### config.mk
export PLATFORM = sky130hd
export DESIGN_NAME = serial_add_ctrl_flat
export DESIGN_NICKNAME = d
export VERILOG_FILES = /design/src/rtl/serial_add_ctrl_pkg.sv /design/src/rtl/serial_add_ctrl_if.sv /design/src/rtl/serial_add_ctrl_nibble_adder.sv /design/src/rtl/serial_add_ctrl.sv /design/src/flat_wrapper.sv
export SDC_FILE = /design/constraint.sdc
export NUM_CORES = 1
export LEC_CHECK = 0
export ABC_CLOCK_PERIOD_IN_PS = 3700
export CORE_ASPECT_RATIO = 1.75
export CORE_MARGIN = 4
export CORE_UTILIZATION = 55
export CTS_CLUSTER_DIAMETER = 200
export DETAILED_ROUTE_END_ITERATION = 10
export GPL_TIMING_DRIVEN = 1
export HOLD_SLACK_MARGIN = 0.08
export PLACE_DENSITY = 0.9
export SLEW_MARGIN = 20
export SYNTH_ARGS = -nofsm -noshare
export SYNTH_HDL_FRONTEND = slang
export SYNTH_HIERARCHICAL = 1
export SYNTH_SLANG_ARGS = --single-unit
### constraint.sdc
create_clock -name clk -period 3.7 [get_ports clk]
set_input_delay 0.74 -clock clk [delete_from_list [all_inputs] [get_ports clk]]
set_output_delay 0.74 -clock clk [all_outputs]
set_load 0.03 [all_outputs]
### src/rtl/serial_add_ctrl_pkg.sv
// Shared types and constants for the serial nibble adder sequencer.
package serial_add_pkg;

   // Sequencer states: waiting for start, stepping nibbles, result pulse
   typedef enum logic [1:0] {
      IDLE = 2'd0,
      RUN  = 2'd1,
      DONE = 2'd2
   } stateT;

   // Width of one slice handled by the shared adder
   localparam int NIB_W = 4;

   // Default number of nibbles per operand
   localparam int DEF_WORDS = 4;

endpackage

### src/rtl/serial_add_ctrl_if.sv
// Handshake and operand bus between the front end and the sequencer.
interface serial_add_ctrl_if
   import serial_add_pkg::*;
#(
   parameter int WORDS = DEF_WORDS
);

   logic                     start;
   logic                     sub;
   logic [NIB_W*WORDS-1:0]   a;
   logic [NIB_W*WORDS-1:0]   b;
   logic                     busy;
   logic                     done;
   logic [NIB_W*WORDS-1:0]   result;
   logic                     cout;
   logic                     overflow;

   // Front end issues requests and watches the result
   modport master (
      output start, sub, a, b,
      input  busy, done, result, cout, overflow
   );

   // Sequencer accepts requests and reports the result
   modport slave (
      input  start, sub, a, b,
      output busy, done, result, cout, overflow
   );

endinterface

### src/rtl/serial_add_ctrl_nibble_adder.sv
// Combinational 4-bit ripple-carry adder made of full-adder cells.
module nibble_adder
   import serial_add_pkg::*;
(
   output logic [NIB_W-1:0] S,
   output logic             cout,
   input  logic [NIB_W-1:0] A,
   input  logic [NIB_W-1:0] B,
   input  logic             cin
);

   logic [NIB_W:0] w_carryChain;

   assign w_carryChain[0] = cin;

   // One full-adder cell per bit, carry rippling from bit 0 upward
   for (genvar i = 0; i < NIB_W; i++) begin : g_fullAdder
      assign S[i]                = A[i] ^ B[i] ^ w_carryChain[i];
      assign w_carryChain[i + 1] = (A[i] & B[i]) | (w_carryChain[i] & (A[i] ^ B[i]));
   end

   assign cout = w_carryChain[NIB_W];

endmodule

### src/rtl/serial_add_ctrl.sv
// Multi-nibble add/subtract sequencer sharing one 4-bit adder over WORDS cycles.
module serial_add_ctrl
   import serial_add_pkg::*;
#(
   parameter int WORDS = DEF_WORDS
) (
   input  logic                  clk,
   input  logic                  reset,
   serial_add_ctrl_if.slave      bus
);

   localparam int OP_W  = NIB_W * WORDS;
   localparam int IDX_W = $clog2(WORDS);
   localparam logic [IDX_W-1:0] LAST_IDX = IDX_W'(WORDS - 1);

   stateT               r_state;
   logic [IDX_W-1:0]    r_idx;
   logic                r_carry;
   logic [OP_W-1:0]     r_opA;
   logic [OP_W-1:0]     r_opB;
   logic [OP_W-1:0]     r_result;
   logic                r_cout;
   logic                r_overflow;
   logic                r_busy;
   logic                r_done;

   logic [NIB_W-1:0]    w_sum;
   logic                w_carryOut;
   logic                w_overflow;

   // Operands shift right one nibble per RUN cycle, so the adder always sees the low nibble
   nibble_adder u_adder (
      .S    (w_sum),
      .cout (w_carryOut),
      .A    (r_opA[NIB_W-1:0]),
      .B    (r_opB[NIB_W-1:0]),
      .cin  (r_carry)
   );

   // On the last nibble the low bit 3 of each shifted operand is the original MSB
   assign w_overflow = (r_opA[NIB_W-1] == r_opB[NIB_W-1]) && (w_sum[NIB_W-1] != r_opA[NIB_W-1]);

   // Sequencer FSM and datapath: latch operands, step nibbles, then pulse done
   always_ff @(posedge clk) begin
      if (reset) begin
         r_state    <= IDLE;
         r_idx      <= '0;
         r_carry    <= 1'b0;
         r_opA      <= '0;
         r_opB      <= '0;
         r_result   <= '0;
         r_cout     <= 1'b0;
         r_overflow <= 1'b0;
         r_busy     <= 1'b0;
         r_done     <= 1'b0;
      end else begin
         case (r_state)
            IDLE: begin
               r_done <= 1'b0;
               if (bus.start) begin
                  r_opA      <= bus.a;
                  r_opB      <= bus.sub ? ~bus.b : bus.b;
                  r_carry    <= bus.sub;
                  r_idx      <= '0;
                  r_result   <= '0;
                  r_cout     <= 1'b0;
                  r_overflow <= 1'b0;
                  r_busy     <= 1'b1;
                  r_state    <= RUN;
               end
            end
            RUN: begin
               r_result[int'(r_idx)*NIB_W +: NIB_W] <= w_sum;
               r_carry <= w_carryOut;
               r_opA   <= r_opA >> NIB_W;
               r_opB   <= r_opB >> NIB_W;
               if (r_idx == LAST_IDX) begin
                  r_cout     <= w_carryOut;
                  r_overflow <= w_overflow;
                  r_done     <= 1'b1;
                  r_state    <= DONE;
               end else begin
                  r_idx <= r_idx + 1'b1;
               end
            end
            DONE: begin
               r_done  <= 1'b0;
               r_busy  <= 1'b0;
               r_state <= IDLE;
            end
            default: begin
               r_state <= IDLE;
            end
         endcase
      end
   end

   assign bus.busy     = r_busy;
   assign bus.done     = r_done;
   assign bus.result   = r_result;
   assign bus.cout     = r_cout;
   assign bus.overflow = r_overflow;

endmodule

### src/flat_wrapper.sv
// flat-port wrapper written by rule: the top's interface ports become plain ports
module serial_add_ctrl_flat import serial_add_pkg::*;
#(
   parameter int WORDS = DEF_WORDS
)
  (clk, reset, bus_start, bus_sub, bus_a, bus_b, bus_busy, bus_done, bus_result, bus_cout, bus_overflow);
  serial_add_ctrl_if #(.WORDS(WORDS)) bus_i ();
  input  logic clk;
  input  logic reset;
  input wire logic [$bits(bus_i.start)-1:0] bus_start;
  input wire logic [$bits(bus_i.sub)-1:0] bus_sub;
  input wire logic [$bits(bus_i.a)-1:0] bus_a;
  input wire logic [$bits(bus_i.b)-1:0] bus_b;
  output wire logic [$bits(bus_i.busy)-1:0] bus_busy;
  output wire logic [$bits(bus_i.done)-1:0] bus_done;
  output wire logic [$bits(bus_i.result)-1:0] bus_result;
  output wire logic [$bits(bus_i.cout)-1:0] bus_cout;
  output wire logic [$bits(bus_i.overflow)-1:0] bus_overflow;
  assign bus_i.start = bus_start;
  assign bus_i.sub = bus_sub;
  assign bus_i.a = bus_a;
  assign bus_i.b = bus_b;
  assign bus_busy = bus_i.busy;
  assign bus_done = bus_i.done;
  assign bus_result = bus_i.result;
  assign bus_cout = bus_i.cout;
  assign bus_overflow = bus_i.overflow;
  serial_add_ctrl #(.WORDS(WORDS)) u_core (.clk(clk), .reset(reset), .bus(bus_i));
endmodule
==> metrics.md, run 1 <==
| Metric | Value |
|---|---|
| Outcome | complete, no violations |
| Worst-path fanout max | 4 |
| Commonest cells after routing, fill and taps aside | dfxtp_1, clkdlybuf4s50_1, nor2_1 |
| Post-route clock skew | 8.69 ps |
| GRT Overall Usage | 0.221 |
| Worst setup EP type | flop |
| Vias in the first global route | 2,208 |
| Total power | 1.65 mW |
| Largest net degree at the start of global routing | 50 |
| Fin Setup TNS | 0 ps |
| Vias per std cell | 5.77 |
| Critical path arrival | 2990 ps |
| Final net count | 370 |
| Number of buffers inserted by port buffering | 55 |
| Post-CTS Setup Inserts | 0 |
| Sink Count | 57 |
| CTS Root Cell | clkbuf_8 |
| Mean Syn Cell Area | 10.2 µm² |
| Routed WL | 6250 µm |
| Number of flops mapped to enable cells by yosys | 0 |
| Area occupied by multi-input gates | 1460 µm² |
| Synthesis warning total | 6 |
| Number of synthesized register bits | 57 |
| Hpwl dp | 4400 µm |
| Global-route wire length before repair | 10,200 µm |
| Sequential Area | 1140 µm² |
| Io pins | 56 |
| Power per cell area | 464 nW/µm² |
| Asr flop ratio synth | 0 |
| Die width | 62.1 µm |
| Library cells used by synthesis | 42 |
| RSZ-0062 raised after global routing | false |
| TritonCTS clock tree | yes |
| Final Max Tran Viols | 0 |
| Initial drt markers | 104 |
| Die height | 103 µm |
| Post-Synthesis Cells | 277 |
| Startpoint Class | flop |
| Starting density of the core | 0.566 |
| Area Growth Syn to Fin | 26.0% |
| CP Class | reg2reg |
| Clk_lat worst skew | 340 ps |
| Hold WC Path Type | reg2reg |
| Max clock buf depth | 2 |
| Layout cell share with drive strength beyond 1 | 0.143 |
| CTS resizes | 0 |
| Final hold vios | 0 |
| VDD IR max | 469 µV |
| First-pass detailed-route iteration total | 4 |
| Top_reg_cell synth | dfxtp_1 |
| Fmax achieved | 369 MHz |
| Post-route DRC violation count | 0 |
| Slew @ Worst Pin | 1090 ps |
| GRT overflow | 0 |
| Fill count | 374 |
| Htree depth | 3 |
| Max_cap viols | 0 |
| Post-DRT Antenna Nets | 0 |
| Register area share after synthesis | 0.405 |
| Cts hold-fix bufs | 0 |
| CTS buffer count | 9 |
| CP required | 3980 ps |
| Core Area | 4980 µm² |
| Final Setup Violations | 0 |
| Pleak | 1.41 nW |
| Placer Congestion | 0.820 |
| Most common cell after layout, fill and taps aside | dfxtp_1 |
| Initial antenna violation count | 0 |
| Post-Syn Nets | 323 |
| Die area | 6370 µm² |
| Tmin final | 2710 ps |
| Fin crit share | 0.733 |
| Routed WL per cell | 16.3 µm |
| Clk slew on worst S/H paths | 70 ps |
| N_diodes | 0 |
| Max-slew headroom | 0.274 |
| Vias | 2,208 |
| Post-synthesis cell area | 2820 µm² |
| Row count | 34 |
per-layer routing:
layer	wire (µm)	up-vias	track usage
li1	-	1067	-
met1	2340	1054	0.248
met2	3400	70	0.370
met3	321	17	0.0489
met4	189	0	0.124
met5	0	-	0
final timing paths:
kind / startpoint / end / slack (ps) / cells past startpoint
worst max-delay path: u_core/r_opA[0] / u_core/bus.result[15] / 990 / 11
worst min-delay path: u_core/bus.result[14] / u_core/bus.result[14] / 460 / 1
worst max register to register: u_core/r_opA[0] / u_core/bus.result[15] / 990 / 11
worst min register to register: u_core/bus.result[14] / u_core/bus.result[14] / 460 / 1
per-stage QoR:
step / hold WS [ps] / cells / setup slack (ps) / cell area [µm²] / utilization
after floorplan: 476 / 277 / 1300 / 2820 / -
after global placement: 450 / 367 / 1080 / 3300 / 0.663
after detailed placement: 454 / 367 / 991 / 3300 / 0.663
after CTS: 474 / 383 / 988 / 3550 / 0.712
after global routing: 494 / 383 / 844 / 3550 / 0.712
final: 464 / 383 / 989 / 3550 / 0.712
cell families after synthesis:
family                   Yosys count  synth area share
AND/OR/NAND/NOR                   71             0.125
AO/OA/AOI/OAI                     67             0.228
adder cells (fa/ha/maj)           10            0.0551
XOR/XNOR                          16            0.0498
buffers and inverters             40            0.0778
multiplexers                      16            0.0587
flip-flops                        57             0.405
Yosys cell counts, types with 2 or more instances:
cell	count	area, µm²
a22o_1	12	105
a211oi_1	4	30.0
nand2_1	3	11.3
o2bb2ai_1	3	26.3
and4_1	2	17.5
fa_1	4	80.1
a211oi_2	10	125
nand3b_1	2	15.0
mux2i_1	12	120
xor2_1	4	35.0
a22oi_1	8	60.1
nand2b_1	2	12.5
a21oi_1	10	50.1
inv_1	19	71.3
nor2_1	48	180
buf_6	5	56.3
buf_2	10	50.1
buf_4	5	37.5
mux2_2	4	45.0
nor2b_1	4	25.0
a2111oi_2	11	165
xnor2_1	12	105
dfxtp_1	57	1140
nand3_1	2	10.0
ha_1	6	75.1
a31oi_1	2	12.5
power by group:
part | internal (mW) | leakage, nW | switching, mW
Combinational | 0.122 | 0.820 | 0.134
Sequential | 0.650 | 0.468 | 0.0296
Clock | 0.465 | 0.120 | 0.246
sequential cells by signal (all words and copies together) (netlist names):
signal               cells
u_core/bus.busy          1
u_core/bus.cout          1
u_core/bus.done          1
u_core/bus.overflow      1
u_core/bus.result       16
u_core/r_carry           1
u_core/r_idx             2
u_core/r_opA            16
u_core/r_opB            16
u_core/r_state           2
critical path, stage by stage (launching register included):
cell and delay [ps]:
dfxtp_1 340, fa_1 410, inv_1 80, fa_1 160, inv_1 50, fa_1 360
inv_1 90, fa_1 400, inv_1 90, nor2b_1 360, inv_1 70, a2bb2o_1 260
final cells by class:
| cell class | count | share of cell area |
|---|---|---|
| Clock buffer | 11 | 0.0399 |
| Timing Repair Buffer | 57 | 0.158 |
| Sequential cell | 57 | 0.322 |
| Inverter | 19 | 0.0201 |
| Tap cell | 54 | 0.0191 |
| Multi-Input combinational cell | 180 | 0.412 |
| Clock inverter | 5 | 0.0289 |
Power figures use the tool's default switching activity.
==> run 2, diff against run 1 <==
Settings changed: ABC_CLOCK_PERIOD_IN_PS 3700 to 2700, CORE_UTILIZATION 55 to 51, PLACE_DENSITY 0.9 to 0.85.
Clock period 3.7 ns to 2.7 ns, I/O delays scaled along.
==> run 2 against run 1 <==
Net effect:
- sequential power rose by 37%
- critical path depth unchanged
- worst hold slack better by 6.6 ps
- via count up 1.8%
- non-clock buffer count up 7
- final cell count increased by 7.0%
- critical path type unchanged
- critical endpoint unchanged
- highest routed layer unchanged
==> metrics.md, run 2 (synthesis gave the netlist of run 1 again) <==
| Metric | Value |
|---|---|
| Row count | 35 (+2.9%) |
| Clk_lat worst skew | 330 ps (about the same) |
| TritonCTS clock tree | yes |
| Layout cell share with drive strength beyond 1 | 0.158 (+0.0149) |
| Fmax achieved | 384 MHz (+4.1%) |
| CTS Root Cell | clkbuf_8 |
| Worst-path fanout max | 4 (unchanged) |
| Startpoint Class | flop |
| Initial drt markers | 142 (+37%) |
| Post-route DRC violation count | 0 (unchanged) |
| CP startpoint | u_core/r_opA[0] |
| GRT Overall Usage | 0.199 (-0.0216) |
| VDD IR max | 424 µV (-9.7%) |
| Pre-CTS WS | 106 ps (-886 ps) |
| CP required | 2980 ps (-1000 ps) |
| Most common cell after layout, fill and taps aside | dfxtp_1 |
| Slew @ Worst Pin | 690 ps (-399 ps) |
| Worst setup EP type | flop |
| Final net count | 377 (+1.9%) |
| Final Setup Violations | 0 (unchanged) |
| CP Cell Sequence | fa_1, inv_1, fa_1, inv_1, fa_1, inv_1, fa_1, inv_1, nor2b_4, inv_1, a2bb2o_1 |
| Die area | 6820 µm² (+7.0%) |
| Number of buffers inserted by port buffering | 55 (unchanged) |
| Htree depth | 3 (unchanged) |
| Post-CTS Setup Inserts | 0 (unchanged) |
| Post-DRT Antenna Nets | 0 (unchanged) |
| WP depth | 11 (unchanged) |
| Largest net degree at the start of global routing | 26 (-48%) |
| Vias in the first global route | 2,252 (+2.0%) |
| Max_cap viols | 0 (unchanged) |
| Reg2Reg Depth | 11 (unchanged) |
| Io pins | 56 (unchanged) |
| Routed WL per cell | 15.6 µm (-4.5%) |
| First-pass detailed-route iteration total | 4 (unchanged) |
| Placer Congestion | 0.835 (+1.9%) |
| Worst Setup EP | u_core/bus.result[15] |
| Sink Count | 57 (unchanged) |
| Crit-path slowest cell | fa_1 |
| Die width | 64.2 µm (+3.4%) |
| Outcome | complete, no violations |
| Core Area | 5300 µm² (+6.5%) |
| Critical path arrival | 2890 ps (-100 ps) |
| Clk slew on worst S/H paths | 60 ps (about the same) |
| Critical Path Most Common Cell | inv_1 |
| Fin Setup TNS | 0 ps (unchanged) |
| CTS buffer count | 9 (unchanged) |
| Area Growth Syn to Fin | 27.0% |
| CP max stage delay | 420 ps (about the same) |
| Post-placement cell count | 394 (+7.4%) |
| Worst R2R Start | u_core/r_opA[0] |
| Reg-to-reg endpoint | u_core/bus.result[15] |
| R2r setup slk | 90 ps (-890 ps) |
| Commonest cells after routing, fill and taps aside | dfxtp_1, clkdlybuf4s50_1, nor2_1 |
| Max-slew headroom | 0.540 (+0.266) |
| Dpl cell area | 3380 µm² (+2.3%) |
| Post-route cell area | 3580 µm² (+0.85%) |
| Hold WC Path Type | reg2reg |
| Vias | 2,247 (+1.8%) |
| Utilization after layout | 0.675 (-0.0376) |
| Max clock buf depth | 2 (unchanged) |
| Total power | 2.07 mW (+25%) |
| Power per cell area | 578 nW/µm² (+24%) |
| Fin crit share | 0.965 (+0.232) |
| Final Max Tran Viols | 0 (unchanged) |
| GRT overflow | 0 (unchanged) |
| Pleak | 1.42 nW (+1.1%) |
| Routed WL | 6390 µm (+2.3%) |
| Starting density of the core | 0.531 (-0.0343) |
| Hpwl dp | 4520 µm (+2.8%) |
| Critical path buffers and inverters | 5 (unchanged) |
| Tmin final | 2610 ps (-106 ps) |
| CP Class | reg2reg |
| Worst setup margin | 94.6 ps (-894 ps) |
| Global-route wire length before repair | 10,500 µm (+2.4%) |
| Die height | 106 µm (+3.5%) |
| Final hold vios | 0 (unchanged) |
| Post-route clock skew | 7.68 ps (-1.01 ps) |
| Hold WS | 471 ps (+6.65 ps) |
| N_diodes | 0 (unchanged) |
| CP top delay family | adder cells |
| Vias per std cell | 5.48 (-4.9%) |
| Non-filler instance count after layout | 410 (+7.0%) |
| Initial antenna violation count | 0 (unchanged) |
==> run 2: changes by cell type in the layout (fill, tap and decap cells not counted), sizes merged <==
cell,delta
buf,+7
bufinv,-2
clkbuf,+2
clkinv,+1
clkinvlp,-1
==> run 2: report_power, final <==
| part | total (mW) | switching, mW | internal (mW) |
|---|---|---|---|
| Clock | 0.769 | 0.320 | 0.449 |
| Combinational | 0.366 | 0.190 | 0.176 |
| Sequential | 0.930 | 0.0390 | 0.891 |
==> run 2: timing repair <==
item | CTS | global route
gates resized for setup | 0 | 2
hold buffers | 0 | 0
endpoints found under the setup margin | 0 | 3
==> run 2: area by class of cell <==
| cell class | count | area (µm²) |
|---|---|---|
| repair buffers | 64 | 613 |
| inverters | 19 | 71.3 |
| flip-flops and latches | 57 | 1140 |
| clock inverters | 3 | 40.0 |
| well taps | 74 | 92.6 |
| multi-input cells | 180 | 1470 |
| clock buffers | 13 | 149 |
| fillers | 428 | 1720 |
==> run 2: worst min-delay path by stage <==
| stage | cells past startpoint | start | slack (ps) | endpoint |
|---|---|---|---|---|
| after floorplan | 2 | u_core/r_opA[12] | 480 | u_core/r_opA[12] |
| after global placement | 1 | u_core/bus.result[13] | 450 | u_core/bus.result[13] |
| after detailed placement | 1 | u_core/bus.result[12] | 460 | u_core/bus.result[12] |
| after CTS | 1 | u_core/bus.result[12] | 480 | u_core/bus.result[12] |
| after global routing | 1 | u_core/bus.result[10] | 500 | u_core/bus.result[10] |
| final | 1 | u_core/bus.result[12] | 470 | u_core/bus.result[12] |
==> run 2: layer usage <==
layer	vias up	global-route usage	share of wire
met4	0	0.0968	0.024
met1	1076	0.214	0.39
met5	-	0	0
met2	74	0.352	0.54
met3	15	0.0550	0.050
li1	1082	-	-
==> run 3, diff against run 2 <==
Settings changed: PLACE_DENSITY 0.85 to not set, PLACE_DENSITY_LB_ADDON set to 0.2.
==> run 3 against run 2 <==
Net effect:
- sequential power shrank 0.8%
- die area stayed put
- critical path depth is the same
- final cell count unchanged
- non-clock buffer count unchanged
==> metrics.md, run 3 (synthesis gave the netlist of run 1 again) <==
| Metric | Value |
|---|---|
| Outcome | complete, no violations |
| Fin crit share | 0.932 (-0.0326) |
| Post-route DRC violation count | 0 (unchanged) |
| Vias in the first global route | 2,169 (-3.7%) |
| Vias | 2,206 (-1.8%) |
| Sink Count | 57 (unchanged) |
| Global-route wire length before repair | 10,100 µm (-3.9%) |
| Final hold vios | 0 (unchanged) |
| Tmin final | 2520 ps (-88.1 ps) |
| Core Area | 5300 µm² (unchanged) |
| N_diodes | 0 (unchanged) |
| Clk_lat worst skew | 340 ps (about the same) |
| CTS buffer count | 9 (unchanged) |
| RSZ-0062 raised after global routing | false |
| Critical Path Most Common Cell | inv_1 |
| Post-route cell area | 3600 µm² (+0.59%) |
| Post-route clock skew | 9.21 ps (+1.53 ps) |
| Most common cell after layout, fill and taps aside | dfxtp_1 |
| Routed WL per cell | 15.2 µm (-2.7%) |
| Die width | 64.2 µm (unchanged) |
| Hold WC Path Type | reg2reg |
| Initial drt markers | 80 (-44%) |
| Largest net degree at the start of global routing | 30 (+15%) |
| Uppermost routed layer | met4 |
| Layout cell share with drive strength beyond 1 | 0.167 (+0.00893) |
| Vias per std cell | 5.38 (-1.8%) |
| Die height | 106 µm (unchanged) |
| Seq pwr share | 0.431 (-0.019) |
| Startpoint Class | flop |
| CP Class | reg2reg |
| Utilization after layout | 0.679 (+0.00401) |
| Final Max Tran Viols | 0 (unchanged) |
| GRT overflow | 0 (unchanged) |
| Routed WL | 6210 µm (-2.7%) |
| Post-DRT Antenna Nets | 0 (unchanged) |
| Starting density of the core | 0.531 (unchanged) |
| GRT Overall Usage | 0.191 (-0.00783) |
| Total power | 2.14 mW (+3.8%) |
| Clk pwr share | 0.399 (+0.027) |
| Die area | 6820 µm² (unchanged) |
| Commonest cells after routing, fill and taps aside | dfxtp_1, clkdlybuf4s50_1, nor2_1 |
| Clk slew on worst S/H paths | 70 ps (about the same) |
| Area Growth Syn to Fin | 27.8% |
| CTS Root Cell | clkbuf_8 |
| Number of buffers inserted by port buffering | 55 (unchanged) |
| Pleak | 1.43 nW (+0.28%) |
| Worst setup EP type | flop |
| VDD IR max | 404 µV (-4.7%) |
| CP Cell Sequence | fa_1, inv_1, fa_1, inv_1, fa_1, inv_1, fa_1, inv_1, nor2b_2, inv_1, a2bb2o_1 |
| Combinational share of power | 0.171 (-0.006) |
| Pre-CTS WS | 131 ps (+25.8 ps) |
| Final net count | 377 (unchanged) |
| Hpwl dp | 4420 µm (-2.1%) |
| Worst-path fanout max | 4 (unchanged) |
| Met2 wire length | 3380 µm (-1.4%) |
| Met3 routed WL | 186 µm (-42%) |
| Worst setup margin | 183 ps (+88.1 ps) |
| Max clock buf depth | 2 (unchanged) |
| Slew @ Worst Pin | 613 ps (-76.3 ps) |
| Placer Congestion | 0.780 (-6.6%) |
| Critical path buffers and inverters | 5 (unchanged) |
| TritonCTS clock tree | yes |
| Io pins | 56 (unchanged) |
| CP required | 2990 ps (about the same) |
| Final Setup Violations | 0 (unchanged) |
| Fin Setup TNS | 0 ps (unchanged) |
| Int Power | 1.56 mW (+3.2%) |
| Htree depth | 3 (unchanged) |
| Net Sw Power | 0.579 mW (+5.5%) |
| Max-slew headroom | 0.591 (+0.0515) |
| Power per cell area | 596 nW/µm² (+3.2%) |
| Dpl cell area | 3380 µm² (unchanged) |
| Post-CTS Setup Inserts | 0 (unchanged) |
| CP top delay family | adder cells |
| M1 WL | 2480 µm (-0.44%) |
| Fmax achieved | 397 MHz (+3.5%) |
| Crit-path slowest cell | fa_1 |
| Max_cap viols | 0 (unchanged) |
| Critical path arrival | 2810 ps (-80 ps) |
| Switching share of power | 0.270 (+0.00449) |
| First-pass detailed-route iteration total | 5 (+1) |
| Fill count | 437 (+2.1%) |
| Row count | 35 (unchanged) |
| Cts hold-fix bufs | 0 (unchanged) |
| CP max stage delay | 430 ps (about the same) |
| Initial antenna violation count | 0 (unchanged) |
run 3: cell types whose count changed in the layout (fill, tap and decap cells not counted), sizes merged:
cell / before / now
clkinvlp: 0 / 2
clkinv: 2 / 1
clkbuf: 13 / 12
run 3: final timing paths:
kind | from | to | slack, ps | cells past startpoint
worst min register to register | u_core/bus.result[14] | u_core/bus.result[14] | 460 | 1
worst max register to register | u_core/r_opA[0] | u_core/bus.result[15] | 180 | 11
worst min-delay path | u_core/bus.result[14] | u_core/bus.result[14] | 460 | 1
worst max-delay path | u_core/r_opA[0] | u_core/bus.result[15] | 180 | 11
run 3: area by class of cell:
| class | count | area, µm² | area share |
|---|---|---|---|
| multi-input combinational | 180 | 1460 | 0.407 |
| sequential | 57 | 1140 | 0.317 |
| tap | 74 | 92.6 | 0.0257 |
| inverter | 19 | 71.3 | 0.0198 |
| timing repair buffer | 64 | 613 | 0.170 |
| clock buffer | 12 | 165 | 0.0459 |
| clock inverter | 4 | 50.0 | 0.0139 |
run 3: power by group through the flow:
stage	clock network [mW]	registers (mW)	logic (mW)
final	0.854	0.923	0.366
after global routing	0.899	0.928	0.402
after CTS	0.866	0.923	0.366
after detailed placement	0	0.942	0.365
after global placement	0	0.939	0.358
after floorplan	0	0.943	0.250
run 3: what timing repair did:
item,in CTS,in global routing
setup endpoints to repair,0,1
hold endpoints to repair,0,0
gates resized for setup,0,1
run 3: per-stage QoR:
stage	hold WS (ps)	instances
floorplan	476	277
global placement	443	394
detailed placement	446	394
CTS	466	410
global route	490	410
finish	460	410
run 3: per-layer routing:
layer	global-route usage	vias up
li1	-	1081
met1	0.203	1055
met2	0.349	56
met3	0.0285	14
met4	0.110	0
met5	0	-
